===== src/rtl/pc_unit.sv =====
// Program-counter unit: holds the architectural PC, picks the next PC each cycle,
// sequences BOOT/RUN/HALT, traps misaligned redirects and counts retired instructions.
module pc_unit #(
  parameter int              XLEN         = 32,
  parameter int              INC          = 4,
  parameter logic [XLEN-1:0] RESET_VECTOR = XLEN'(32'h0000_0000),
  parameter logic [XLEN-1:0] TRAP_VECTOR  = XLEN'(32'h0000_0100),
  parameter int              CNT_W        = 32
) (
  input  logic             clk,
  input  logic             rst,
  input  logic             stall,
  input  logic             branch_taken,
  input  logic [XLEN-1:0]  branch_target,
  input  logic             jump,
  input  logic [XLEN-1:0]  jump_target,
  input  logic             trap,
  input  logic             halt_req,
  input  logic             resume,
  output logic [XLEN-1:0]  pc,
  output logic [XLEN-1:0]  pc_plus_inc,
  output logic             pc_valid,
  output logic             misaligned,
  output logic [XLEN-1:0]  bad_addr,
  output logic [CNT_W-1:0] retired
);

  typedef enum logic [1:0] {
    ST_BOOT = 2'd0,
    ST_RUN  = 2'd1,
    ST_HALT = 2'd2
  } state_t;

  localparam logic [XLEN-1:0] INC_V = XLEN'(INC);

  state_t            r_state;
  logic [XLEN-1:0]   r_pc;
  logic              r_misaligned;
  logic [XLEN-1:0]   r_bad_addr;
  logic [CNT_W-1:0]  r_retired;

  state_t            w_next_state;
  logic [XLEN-1:0]   w_next_pc;
  logic              w_next_mis;
  logic [XLEN-1:0]   w_next_bad;
  logic              w_retire;
  logic              w_redirect;
  logic [XLEN-1:0]   w_redir_tgt;
  logic              w_tgt_mis;
  logic [XLEN-1:0]   w_pc_plus_inc;

  assign w_pc_plus_inc = r_pc + INC_V;
  assign w_redirect    = jump | branch_taken;
  assign w_redir_tgt   = jump ? jump_target : branch_target;
  assign w_tgt_mis     = (w_redir_tgt[1:0] != 2'b00);

  // Next-state / next-PC selection; halt_req only loses to trap.
  always_comb begin
    w_next_state = r_state;
    w_next_pc    = r_pc;
    w_next_mis   = 1'b0;
    w_next_bad   = r_bad_addr;
    w_retire     = 1'b0;
    case (r_state)
      ST_BOOT: begin
        w_next_state = ST_RUN;
      end
      ST_RUN: begin
        if (trap) begin
          w_next_pc = TRAP_VECTOR;
          w_retire  = 1'b1;
        end else if (halt_req) begin
          w_next_state = ST_HALT;
        end else if (w_redirect) begin
          w_retire = 1'b1;
          if (w_tgt_mis) begin
            w_next_pc  = TRAP_VECTOR;
            w_next_mis = 1'b1;
            w_next_bad = w_redir_tgt;
          end else begin
            w_next_pc = w_redir_tgt;
          end
        end else if (stall) begin
          w_next_pc = r_pc;
        end else begin
          w_next_pc = w_pc_plus_inc;
          w_retire  = 1'b1;
        end
      end
      ST_HALT: begin
        if (trap) begin
          w_next_state = ST_RUN;
          w_next_pc    = TRAP_VECTOR;
        end else if (resume) begin
          w_next_state = ST_RUN;
        end else begin
          w_next_state = ST_HALT;
        end
      end
      default: begin
        w_next_state = ST_BOOT;
        w_next_pc    = RESET_VECTOR;
      end
    endcase
  end

  // Architectural state registers.
  always_ff @(posedge clk or posedge rst) begin
    if (rst) begin
      r_state      <= ST_BOOT;
      r_pc         <= RESET_VECTOR;
      r_misaligned <= 1'b0;
      r_bad_addr   <= {XLEN{1'b0}};
      r_retired    <= {CNT_W{1'b0}};
    end else begin
      r_state      <= w_next_state;
      r_pc         <= w_next_pc;
      r_misaligned <= w_next_mis;
      r_bad_addr   <= w_next_bad;
      if (w_retire) begin
        r_retired <= r_retired + {{(CNT_W-1){1'b0}}, 1'b1};
      end else begin
        r_retired <= r_retired;
      end
    end
  end

  assign pc          = r_pc;
  assign pc_plus_inc = w_pc_plus_inc;
  assign pc_valid    = (r_state == ST_RUN);
  assign misaligned  = r_misaligned;
  assign bad_addr    = r_bad_addr;
  assign retired     = r_retired;

endmodule

===== config.mk =====
export PLATFORM = sky130hd
export DESIGN_NAME = pc_unit
export DESIGN_NICKNAME = d
export VERILOG_FILES = /design/src/rtl/pc_unit.sv
export SDC_FILE = /design/constraint.sdc
export NUM_CORES = 1
export LEC_CHECK = 0
export BUFFER_PORTS_ARGS = -buffer_cell sky130_fd_sc_hd__buf_2
export CAP_MARGIN = 20
export CORE_MARGIN = 3
export CORE_UTILIZATION = 35
export CTS_CLUSTER_SIZE = 20
export DETAILED_ROUTE_END_ITERATION = 10
export PLACE_DENSITY = 0.69
export SYNTH_ARGS = -nofsm -noshare
export SYNTH_HDL_FRONTEND = slang
export SYNTH_SLANG_ARGS = --single-unit

===== constraint.sdc =====
create_clock -name clk -period 5.33 [get_ports clk]
set_clock_uncertainty 0.1 [all_clocks]
set_input_delay 0.2665 -clock clk [delete_from_list [all_inputs] [get_ports clk]]
set_output_delay 0.2665 -clock clk [all_outputs]
set_load 0.1 [all_outputs]

======== After elaboration in Yosys (flattened, before gate mapping) ========
Index checks and enable logic that the tools add are counted.
W data, S select, Z words.
word-level totals
  bits in registers ....................... 99
  bits in latches ......................... 0
  memory bits (writable) .................. 0
  memory bits (read-only) ................. 0
  input bits .............................. 72
  output and inout bits ................... 130
  word-level logic and storage cells ...... 46
  memories ................................ 0
operators by class
  add/subtract/negate cells ............... 2
  multiply operators ...................... 0
  divide/modulo/power cells ............... 0
  magnitude comparators ................... 0
  eq/ne operators ......................... 7
  shifts and indexed selects .............. 0
  muxes and demuxes ....................... 23
  bitwise logic cells ..................... 4
  reduce and logical (&&, ||, !) cells .... 5
operators by type and width
  kind                     number
  $mux W32                 7
  $pmux W32 S3             1
  $add A32 B1 Y32 const B  1
  $add A32 B3 Y32 const B  1
  $mux W1                  10
  $mux W2                  4
  $ne A2 B2 Y1 const B     3
  $pmux W2 S3              1
  $reduce_and A5 Y1        1
  $ne A4 B3 Y1 const B     1
  $reduce_and A4 Y1        1
  $ne A3 B3 Y1 const B     1
  $not A1 Y1               3
  $eq A2 B1 Y1 const B     1
  $eq A2 B2 Y1 const B     1
  $logic_not A2 Y1         1
  $reduce_and A2 Y1        1
  $reduce_bool A2 Y1       1
  $or A1 B1 Y1             1

======== Logic depth before layout (Yosys ltp) ========
Gate-level depths: netlist (run 1).
  word-level depth ........................ 7
  gate-level depth with buffers ........... 9
  gate-level depth less buffers ........... 7

======== Worst setup path after synthesis (run 1) ========
OpenSTA, ideal clock, no wires.
  path kind ............................... register -> output
  from .................................... register r_pc[2], in the netlist pc[2]
  to ...................................... output port pc_plus_inc[20]
  arrival time ............................ 3.830 ns
  data required time ...................... 4.964 ns
  path slack .............................. 1.134 ns
  stages on the path, launching flop included .. 8
  buffers on the path ..................... 1
  cells stage by stage .................... dfrtp_1 -> ha_1 -> nand4_1 -> nor2_1 -> and4_1 -> clkbuf_1 -> nand2_1 -> xnor2_1
between the ends
  longest elaborated chain between the ends .. 1
ends and longest elaborated chain
  what                    line  source
  start, declared         37    logic [XLEN-1:0] r_pc;
  start signal, assigned  117   r_pc <= w_next_pc;
  $add A32 B3 Y32         52    assign w_pc_plus_inc = r_pc + INC_V;
  end, declared           21    output logic [XLEN-1:0] pc_plus_inc,
No other way between the ends.

======== Final worst setup path (run 1) ========
  from .................................... register r_pc[2], in the netlist pc[2]
  to ...................................... output port pc_plus_inc[30]
Same word-level chain as after synthesis.

==> reports/metrics.yaml, run 1 <==
global_route:
  grt_pass1_vias: 4914
  grt_max_degree: 55
  grt_use_total: 0.190
  antenna_found_initial: 0
  grt_pass1_wl_um: 26700
  overflow: 0
setup_path:
  crit_required_ns: 4.96
  worstPathArrival_ns: 3.14
  path_max_fanout: 8
  worstSetupEndpointType: "output pin"
  startpoint_type: "flip-flop"
  crit_type: "flip-flop to output pin"
  r2r_slack_ns: 2.21
  critPathTopFamily: "simple AND/OR/NAND/NOR gates"
  slowest_stage: "nor3_1"
  cp_num_buf_inv: 1
  path_cells: "ha_1, nand4_1, nor3_1, nand3_1, xnor2_1, buf_2"
  slowest_delay_ns: 0.70
synth:
  yosysWarnings: 0
  postSynth.asyncResetShare: 1.00
  ys.flop_type: "dfrtp_1"
  synthCells: 559
  synth_commonest_cells: "99 x dfrtp_1, 49 x nand2_1, 48 x nor2_1"
  synth.avg_cell_area_sq_um: 9.86
  seq_area_frac_synth: 0.449
  ys_ff_latch: 99
  synth_top_area_cell: "dfrtp_1"
  synth_top_area_frac: 0.449
  yosysMostFrequentCell: "dfrtp_1"
  ys_top_cells_by_area: "dfrtp_1 45%, xnor2_1 7.3%, mux2_2 5.7%, nand2_1 3.3%, mux2i_1 3.3%"
  synth_cell_type_count: 53
  synth_edf_count: 0
  syn_nets: 637
  netlist_area_sq_um: 5510
drt:
  drc: 0
  drt_iter0_markers: 330
  vias: 5116
  first_pass_iters: 4
  wl_per_cell_um: 17.2
  ant_nets: 0
  routed_wl_um: 16600
  viasPerCell: 5.31
clock_network:
  clock-sinks: 99
  cts_buffers: 9
  clkTransAtPathRegs_ns: 0.07
  cts_tree: "yes"
  post_cts_resized: 0
  clk_latency_ns: 0.35
  cts_buffer_depth: 2
  cts-root-buf: "clkbuf_16"
  htree_levels: 3
  cts_setup_buffers: 0
timing:
  setup-tns-final_ns: 0
  relSlewSlack: 0.374
  max_freq_ghz: 0.285
  worst_slew_pin_slew_ns: 0.939
  period_share: 0.657
  rsz0062_at_grt: "no"
  fin_ws_ns: 1.83
  period_needed_ns: 3.50
  setup_violations: 0
  hold_viol: 0
  maxSlewViolCount: 0
power_and_ir_drop:
  ir_worst_vdd_mv: 0.327
  power_density_nw_per_um2: 498
  leakage_nw: 3.32
floorplan:
  rows: 45
  dieArea_sq_um: 17300
  initial_core_util: 0.360
  die_h_um: 132
  die-width_um: 132
  core_sq_um: 15300
  pin_count: 202
placement:
  port_buffers: 201
  dpl_worst_slack_ns: 2.24
  gp_congestion: 0.871
  dp.final_hpwl_um: 12500
layout:
  nets: 826
  seqCellArea_sq_um: 2480
  diodes: 0
  multi_input_area_sq_um: 2880
  fillers: 1538
  layout-drive-gt1-share: 0.348
  area_growth_pct: 26.6
flow_run:
  drv_cap: 0
hold_path:
  hp-class: "input port to flip-flop"
run_status:
  run_status: "complete, no violations"
-- layer usage --
layer | part of all wire | vias to the layer above | GRT usage
li1 | - | 2418 | -
met1 | 0.44 | 2488 | 0.249
met2 | 0.49 | 185 | 0.315
met3 | 0.052 | 25 | 0.0429
met4 | 0.021 | 0 | 0.0508
met5 | 0 | - | 0
-- metrics by stage --
| stage | instances | area, sq um | power, W | hold WS (ns) | utilization |
|---|---|---|---|---|---|
| 2_1_floorplan | 559 | 5510 | 0.00254 | 0.345 | - |
| 3_3_place_gp | 947 | 6690 | 0.00284 | 0.292 | 0.437 |
| 3_5_place_dp | 947 | 6690 | 0.00287 | 0.291 | 0.437 |
| 4_1_cts | 964 | 6980 | 0.00350 | 0.0949 | 0.456 |
| 5_1_grt | 964 | 6980 | 0.00362 | 0.118 | 0.456 |
| 6_report | 964 | 6980 | 0.00347 | 0.101 | 0.456 |
-- area by class of cell --
cell class | instances | share of cell area
Clock buffer | 10 | 0.0328
Sequential cell | 99 | 0.355
Multi-Input combinational cell | 422 | 0.412
Clock inverter | 6 | 0.00681
Tap cell | 211 | 0.0378
Timing Repair Buffer | 206 | 0.150
Inverter | 10 | 0.00574
-- where the power goes --
| group | total (W) | internal, W | switching [W] | leakage (nW) |
|---|---|---|---|---|
| clock network | 0.000631 | 0.000322 | 0.000309 | 0.134 |
| logic | 0.00184 | 0.000312 | 0.00152 | 1.89 |
| registers | 0.00101 | 0.000904 | 0.000103 | 1.30 |
| total | 0.00347 | 0.00154 | 0.00194 | 3.32 |
-- final timing paths --
path | endpoint | start | depth (start not counted)
worst max-delay path | pc_plus_inc[30] | pc[2]$_DFFE_PP0P_ | 6
worst min-delay path | r_state[1]$_DFFE_PP0P_ | resume | 4
worst max register to register | pc[28]$_DFFE_PP0P_ | r_state[1]$_DFFE_PP0P_ | 7
worst min register to register | retired[29]$_DFFE_PP0P_ | retired[29]$_DFFE_PP0P_ | 1
max in group asynchronous | bad_addr[27]$_DFFE_PP0P_ | rst | 4
min in group asynchronous | misaligned$_DFF_PP0_ | rst | 3
-- sequential cells by signal (all words and copies together) (netlist names) --
register / cells
pc: 32
misaligned: 1
r_state: 2
bad_addr: 32
retired: 32
-- layout by cell type (no fill, tap or decap), types with 13 or more instances in the layout --
cell | Yosys | final
a21oi_1 | 27 | 26
buf_2 | 11 | 201
dfrtp_1 | 99 | 99
mux2_2 | 28 | 28
mux2i_1 | 18 | 18
nand2_1 | 49 | 49
nand3_1 | 28 | 28
nor2_1 | 48 | 48
o21ai_0 | 26 | 26
xnor2_1 | 46 | 46
xor2_1 | 13 | 13
-- what timing repair did --
item                                    in CTS  in global routing
endpoints found under the hold margin       45                  0
endpoints found under the setup margin       0                  0
hold buffers                                 1                  0
-- tightest hold or removal path: stages --
cell	delay, ns
buf_2	0.08
nor2_1	0.04
nand2_1	0.06
o31ai_1	0.06
-- cells by family after synthesis --
kind of cell / Yosys count / synth area share
buffers and inverters: 38 / 0.0327
adder cells (fa/ha/maj): 6 / 0.0136
flip-flops: 99 / 0.449
AO/OA/AOI/OAI: 105 / 0.124
AND/OR/NAND/NOR: 206 / 0.197
XOR/XNOR: 59 / 0.0937
multiplexers: 46 / 0.0899
No activity file was read; power rests on OpenSTA's default activity.
==> run 2: changes to the inputs <==
- ABC_AREA: not set -> 1
- PLACE_DENSITY: 0.69 -> 0.68
- clock period: 5.33 -> 3.4 ns (I/O delays scaled with it)
==> reports/metrics.yaml, run 2 <==
placement:
  port_buffers: 201  # unchanged
  gp_congestion: 0.916  # +5.1%
  dp.final_hpwl_um: 15200  # +22%
  dpl_worst_slack_ns: 1.02  # -1.22 ns
synth:
  synthCells: 914  # +64%
  synth.avg_cell_area_sq_um: 6.85  # -31%
  syn_nets: 992  # +56%
  synth_top_area_cell: "dfrtp_1"
  synth_commonest_cells: "357 x nand2_1, 103 x nor2_1, 99 x dfrtp_1"
  ys.flop_type: "dfrtp_1"
  seq_area_frac_synth: 0.396  # -0.0535
  synth_edf_count: 0  # unchanged
  synth_cell_type_count: 38  # -28%
  yosysMostFrequentCell: "nand2_1"
  synth_top_area_frac: 0.396  # -0.0535
  netlist_area_sq_um: 6260  # +14%
  ys_top_cells_by_area: "dfrtp_1 40%, nand2_1 21%, nor2_1 6.2%, inv_1 4.9%, nand3_1 4.2%"
  postSynth.asyncResetShare: 1.00  # unchanged
  yosysWarnings: 0  # unchanged
  ys_ff_latch: 99  # unchanged
global_route:
  grt_use_total: 0.195  # +0.00569
  grt_pass1_vias: 5942  # +21%
  overflow: 0  # unchanged
  grt_max_degree: 80  # +45%
  antenna_found_initial: 0  # unchanged
  grt_pass1_wl_um: 30500  # +14%
clock_network:
  cts_buffers: 9  # unchanged
  cts-root-buf: "clkbuf_16"
  cts_buffer_depth: 2  # unchanged
  cts_setup_buffers: 0  # unchanged
  clk_latency_ns: 0.35  # about the same
  clock-sinks: 99  # unchanged
  cts_tree: "yes"
  clkTransAtPathRegs_ns: 0.07  # about the same
  post_cts_resized: 0  # unchanged
  htree_levels: 3  # unchanged
flow_run:
  drv_cap: 0  # unchanged
power_and_ir_drop:
  combinationalPowerShare: 0.535  # +0.007
  power_density_nw_per_um2: 739  # +49%
  p_seq_frac: 0.281  # -0.009
  clkPwrFrac: 0.184  # +0.002
  switchingPower_w: 0.00326  # +68%
  ir_worst_vdd_mv: 0.823  # +150%
  finalPower_w: 0.00575  # +65%
  p_int_w: 0.00249  # +62%
  leakage_nw: 4.01  # +21%
  swShare: 0.567  # +0.00964
timing:
  relSlewSlack: 0.645  # +0.271
  setup_violations: 0  # unchanged
  rsz0062_at_grt: "no"
  fin_ws_ns: 0.745  # -1.08 ns
  max_freq_ghz: 0.377
  whs_ns: 0.0232  # -0.0774 ns
  period_needed_ns: 2.65
  worst_slew_pin_slew_ns: 0.536  # -0.402 ns
  maxSlewViolCount: 0  # unchanged
  period_share: 0.781
  setup-tns-final_ns: 0  # unchanged
  hold_viol: 0  # unchanged
floorplan:
  dieArea_sq_um: 19500  # +13%
  pin_count: 202  # unchanged
  rows: 48  # +6.7%
  die_h_um: 140  # +6.2%
  core_sq_um: 17400  # +14%
  initial_core_util: 0.359  # -0.000700
  die-width_um: 140  # +6.2%
setup_path:
  crit_required_ns: 3.13  # -1.83 ns
  path_max_fanout: 6  # -2
  startpoint_type: "flip-flop"
  worstPathArrival_ns: 2.38  # -0.76 ns
  worstSetupEndpointType: "output pin"
  crit_type: "flip-flop to output pin"
layout:
  layout-drive-gt1-share: 0.228  # -0.120
  nets: 1185  # +43%
  layout_commonest_cell: "nand2_1"
  area_growth_pct: 24.2
  diodes: 0  # unchanged
  final_cell_mix: "357 x nand2_1, 201 x buf_2, 103 x nor2_1, 99 x dfrtp_1, 80 x inv_1"
drt:
  routed_wl_um: 19300  # +17%
  viasPerCell: 4.82  # -9.1%
  ant_nets: 0  # unchanged
  wl_per_cell_um: 14.5  # -16%
  drc: 0  # unchanged
  drt_iter0_markers: 313  # -5.2%
  first_pass_iters: 5  # +1
  vias: 6447  # +26%
hold_path:
  hp-class: "input port to flip-flop"
run_status:
  run_status: "complete, no violations"
## run 2: cell types whose count changed after synthesis, moves of 12 or more
cell / before / now
xnor2_1: 46 / 15
o21ai_0: 26 / 46
o21ai_1: 5 / 22
mux2_2: 28 / 0
nand2_1: 49 / 357
nor2_1: 48 / 103
mux2i_1: 18 / 2
inv_1: 10 / 81
o21a_1: 0 / 12
nor3_1: 12 / 0
nand3_1: 28 / 53
## run 2: logic make-up (layout without fill, tap and decap cells)
group	Yosys count	in the layout	synth area share
and+or+nand+nor	553	553	0.367
muxes	2	2	0.00320
adders and majority gates	6	6	0.0120
DFF	99	99	0.396
AOI/OAI and AO/OA	115	115	0.105
xor gates and xnor gates	25	25	0.0350
buffers and inverters	114	312	0.0816
## run 2: final cells by class
| type | count | area [sq um] |
|---|---|---|
| well taps | 225 | 282 |
| flip-flops and latches | 99 | 2480 |
| clock buffers | 11 | 243 |
| repair buffers | 211 | 1100 |
| multi-input cells | 701 | 3280 |
| inverters | 85 | 324 |
| fillers | 1883 | 9650 |
| clock inverters | 5 | 60.1 |
## run 2: power groups by stage
stage / Sequential [W] / Clock, W / Combinational (W)
final: 0.00161 / 0.00106 / 0.00307
after global routing: 0.00165 / 0.00113 / 0.00321
after CTS: 0.00161 / 0.00109 / 0.00309
after detailed placement: 0.00163 / 0 / 0.00308
after global placement: 0.00163 / 0 / 0.00305
after floorplan: 0.00327 / 0 / 0.000868
## run 2: worst paths after layout
kind | start | endpoint | slack (ns) | depth (start not counted)
setup / recovery | pc[3]$_DFFE_PP0P_ | pc_plus_inc[28] | 0.75 | 8
hold / removal | branch_target[6] | bad_addr[6]$_DFFE_PP0P_ | 0.02 | 3
setup reg to reg | r_state[1]$_DFFE_PP0P_ | bad_addr[4]$_DFFE_PP0P_ | 0.76 | 10
hold reg to reg | bad_addr[1]$_DFFE_PP0P_ | bad_addr[1]$_DFFE_PP0P_ | 0.38 | 2
max in group asynchronous | rst | pc[8]$_DFFE_PP0P_ | 2.05 | 5
min in group asynchronous | rst | misaligned$_DFF_PP0_ | 0.30 | 3
## run 2: critical path: stages (launching register included)
cell and delay (ns):
dfrtp_1 0.39, ha_1 0.19, nand2_1 0.11, nor2_4 0.19, nand2_1 0.19, nor2_1 0.31
nand3_1 0.15, nand2_1 0.09, buf_2 0.42
## run 2: timing repair
action,in CTS,in global routing
endpoints found under the setup margin,0,0
hold endpoints to repair,1,37
hold buffers,2,1
## run 2: layer usage
layer  global-route usage  wire length [um]  part of all wire  vias up
li1                     -                 -                 -     3239
met1                0.247              8110              0.42     2981
met2                0.334              9540              0.49      208
met3               0.0512              1400             0.072       19
met4               0.0474               296             0.015        0
met5                    0                 0                 0        -
## run 2: stage by stage
stage,util,cells,area [sq um]
after floorplan,-,914,6270
after global routing,0.446,1337,7770
final,0.446,1337,7770
after CTS,0.444,1335,7740
after global placement,0.426,1317,7420
after detailed placement,0.426,1317,7420
==> run 3: changes to the inputs <==
- ABC_AREA: 1 -> 0
- PLACE_DENSITY: 0.68 -> 0.71
- clock period: 3.4 -> 2.2 ns (I/O delays scaled with it)
==> reports/metrics.yaml, run 3 (synthesis gave the netlist of run 1 again) <==
timing:
  relSlewSlack: 0.565  # -0.0801
  maxSlewViolCount: 0  # unchanged
  period_needed_ns: 2.43
  worst_slew_pin_slew_ns: 0.651  # +0.114 ns
  whs_ns: 0.00442  # -0.0188 ns
  max_freq_ghz: 0.411
  hold_viol: 0  # unchanged
  fin_ws_ns: -0.231  # -0.976 ns
  period_share: 1.11
  setup_violations: 51  # +51
  rsz0062_at_grt: "yes"
global_route:
  use_met1: 0.280  # +0.0329
  overflow: 0  # unchanged
  use_met3: 0.0379  # -0.0133
  grt_use_total: 0.211  # +0.0158
  grt_pass1_vias: 5665  # -4.7%
  grt_pass1_wl_um: 29900  # -2.1%
  grt_max_degree: 41  # -49%
  antenna_found_initial: 0  # unchanged
  use_met2: 0.350  # +0.0164
  grt-busiest-layer: "met2"
setup_path:
  timing.rr.start: "r_state[1]$_DFFE_PP0P_"
  r2r_slack_ns: -0.23  # -0.99 ns
  crit_type: "flip-flop to flip-flop"
  path_max_fanout: 8  # +2
  crit_required_ns: 2.37  # -0.76 ns
  worstPathArrival_ns: 2.60  # +0.22 ns
  worst_r2r_path_depth: 9  # -1
  startpoint_type: "flip-flop"
  worstSetupEndpointType: "flip-flop"
  r2r-end: "pc[16]$_DFFE_PP0P_"
  critPathLaunch: "r_state[1]$_DFFE_PP0P_"
clock_network:
  cts_buffers: 9  # unchanged
  clk_latency_ns: 0.36  # about the same
  htree_levels: 3  # unchanged
  clock-sinks: 99  # unchanged
  cts_tree: "yes"
  clkTransAtPathRegs_ns: 0.08  # about the same
  cts_buffer_depth: 2  # unchanged
  cts-root-buf: "clkbuf_16"
placement:
  port_buffers: 201  # unchanged
  dpl_worst_slack_ns: -0.197  # -1.22 ns
  dp_cells: 1014  # -23%
  gp_congestion: 0.834  # -8.9%
  dpl_cell_area_sq_um: 8400  # +13%
  dp.final_hpwl_um: 13700  # -10%
drt:
  viasPerCell: 5.33  # +10%
  first_pass_iters: 5  # unchanged
  vias: 5986  # -7.2%
  drt_iter0_markers: 511  # +63%
  drc: 0  # unchanged
  ant_nets: 0  # unchanged
  wl_per_cell_um: 18.2  # +26%
  routed_wl_um: 20500  # +5.9%
hold_path:
  worstHoldPathCells: 3  # unchanged
  hp-class: "input port to flip-flop"
  min_from: "branch_target[22]"
  whs_endpoint: "bad_addr[22]$_DFFE_PP0P_"
layout:
  multi_input_area_sq_um: 3960  # +20%
  final_util: 0.652  # +0.206
  layout-drive-gt1-share: 0.587  # +0.360
  fin_area_sq_um: 9990  # +29%
  final_cell_mix: "175 x buf_2, 110 x buf_4, 54 x dfrtp_1, 45 x dfrtp_2, 43 x nor2_1"
  diodes: 0  # unchanged
  fillers: 1157  # -39%
  instances_no_fill: 1124  # -16%
  seqCellArea_sq_um: 2530  # +2.3%
  layout_commonest_cell: "buf_2"
  area_growth_pct: 81.2
  nets: 986  # -17%
power_and_ir_drop:
  leakage_nw: 4.73  # +18%
  ir_worst_vdd_mv: 1.02  # +24%
  power_density_nw_per_um2: 949  # +28%
run_status:
  violations: "negative setup slack"
  run_status: "finished with violations"
flow_run:
  drv_cap: 0  # unchanged
floorplan:
  die_h_um: 132  # -5.9%
  initial_core_util: 0.360  # +0.000700
  core_sq_um: 15300  # -12%
  die-width_um: 132  # -5.9%
  rows: 45  # -6.3%
  dieArea_sq_um: 17300  # -11%
  pin_count: 202  # unchanged
run 3: layer usage:
layer  part of all wire  vias up
li1                   -     2727
met1               0.42     2949
met2               0.50      265
met3              0.063       45
met4              0.022        0
met5                  0        -
run 3: stage by stage:
stage / TNS [ns] / power, W
CTS: -1.77 / 0.00919
floorplan: -15.67 / 0.00625
global placement: -1.03 / 0.00727
finish: -4.02 / 0.00948
global route: -8.02 / 0.00983
detailed placement: -3.66 / 0.00732
run 3: timing repair:
action,CTS,global route
pin swaps,30,29
endpoints found under the setup margin,50,91
gates cloned,0,3
setup buffers,29,37
hold buffers,25,0
hold endpoints to repair,37,0
gates resized for setup,56,51
run 3: power by group:
| part | switching, W | internal [W] |
|---|---|---|
| logic | 0.00399 | 0.00136 |
| clock network | 0.000784 | 0.000902 |
| registers | 0.000249 | 0.00220 |
run 3: cell type report:
class	instances	share of cell area
clock buffers	9	0.0225
well taps	211	0.0264
multi-input cells	424	0.396
inverters	10	0.00413
clock inverters	7	0.00814
repair buffers	364	0.289
flip-flops and latches	99	0.254
run 3: worst max path at each step:
stage	to	cells after the start	slack, ns
final	pc[16]$_DFFE_PP0P_	9	-0.23
after global routing	pc[16]$_DFFE_PP0P_	9	-0.30
after CTS	pc_plus_inc[28]	7	-0.13
after detailed placement	pc[25]$_DFFE_PP0P_	8	-0.20
after global placement	pc[18]$_DFFE_PP0P_	7	-0.09
after floorplan	pc_plus_inc[31]	5	-0.62
run 3: critical path, cell delays in order (launching register included):
cell and delay, ns:
dfrtp_1 0.43, inv_2 0.12, ha_4 0.17, nor4b_4 0.23
buf_4 0.16, buf_6 0.09, nor4b_4 0.39, nand2_2 0.28
o21bai_1 0.23, o2bb2ai_1 0.15
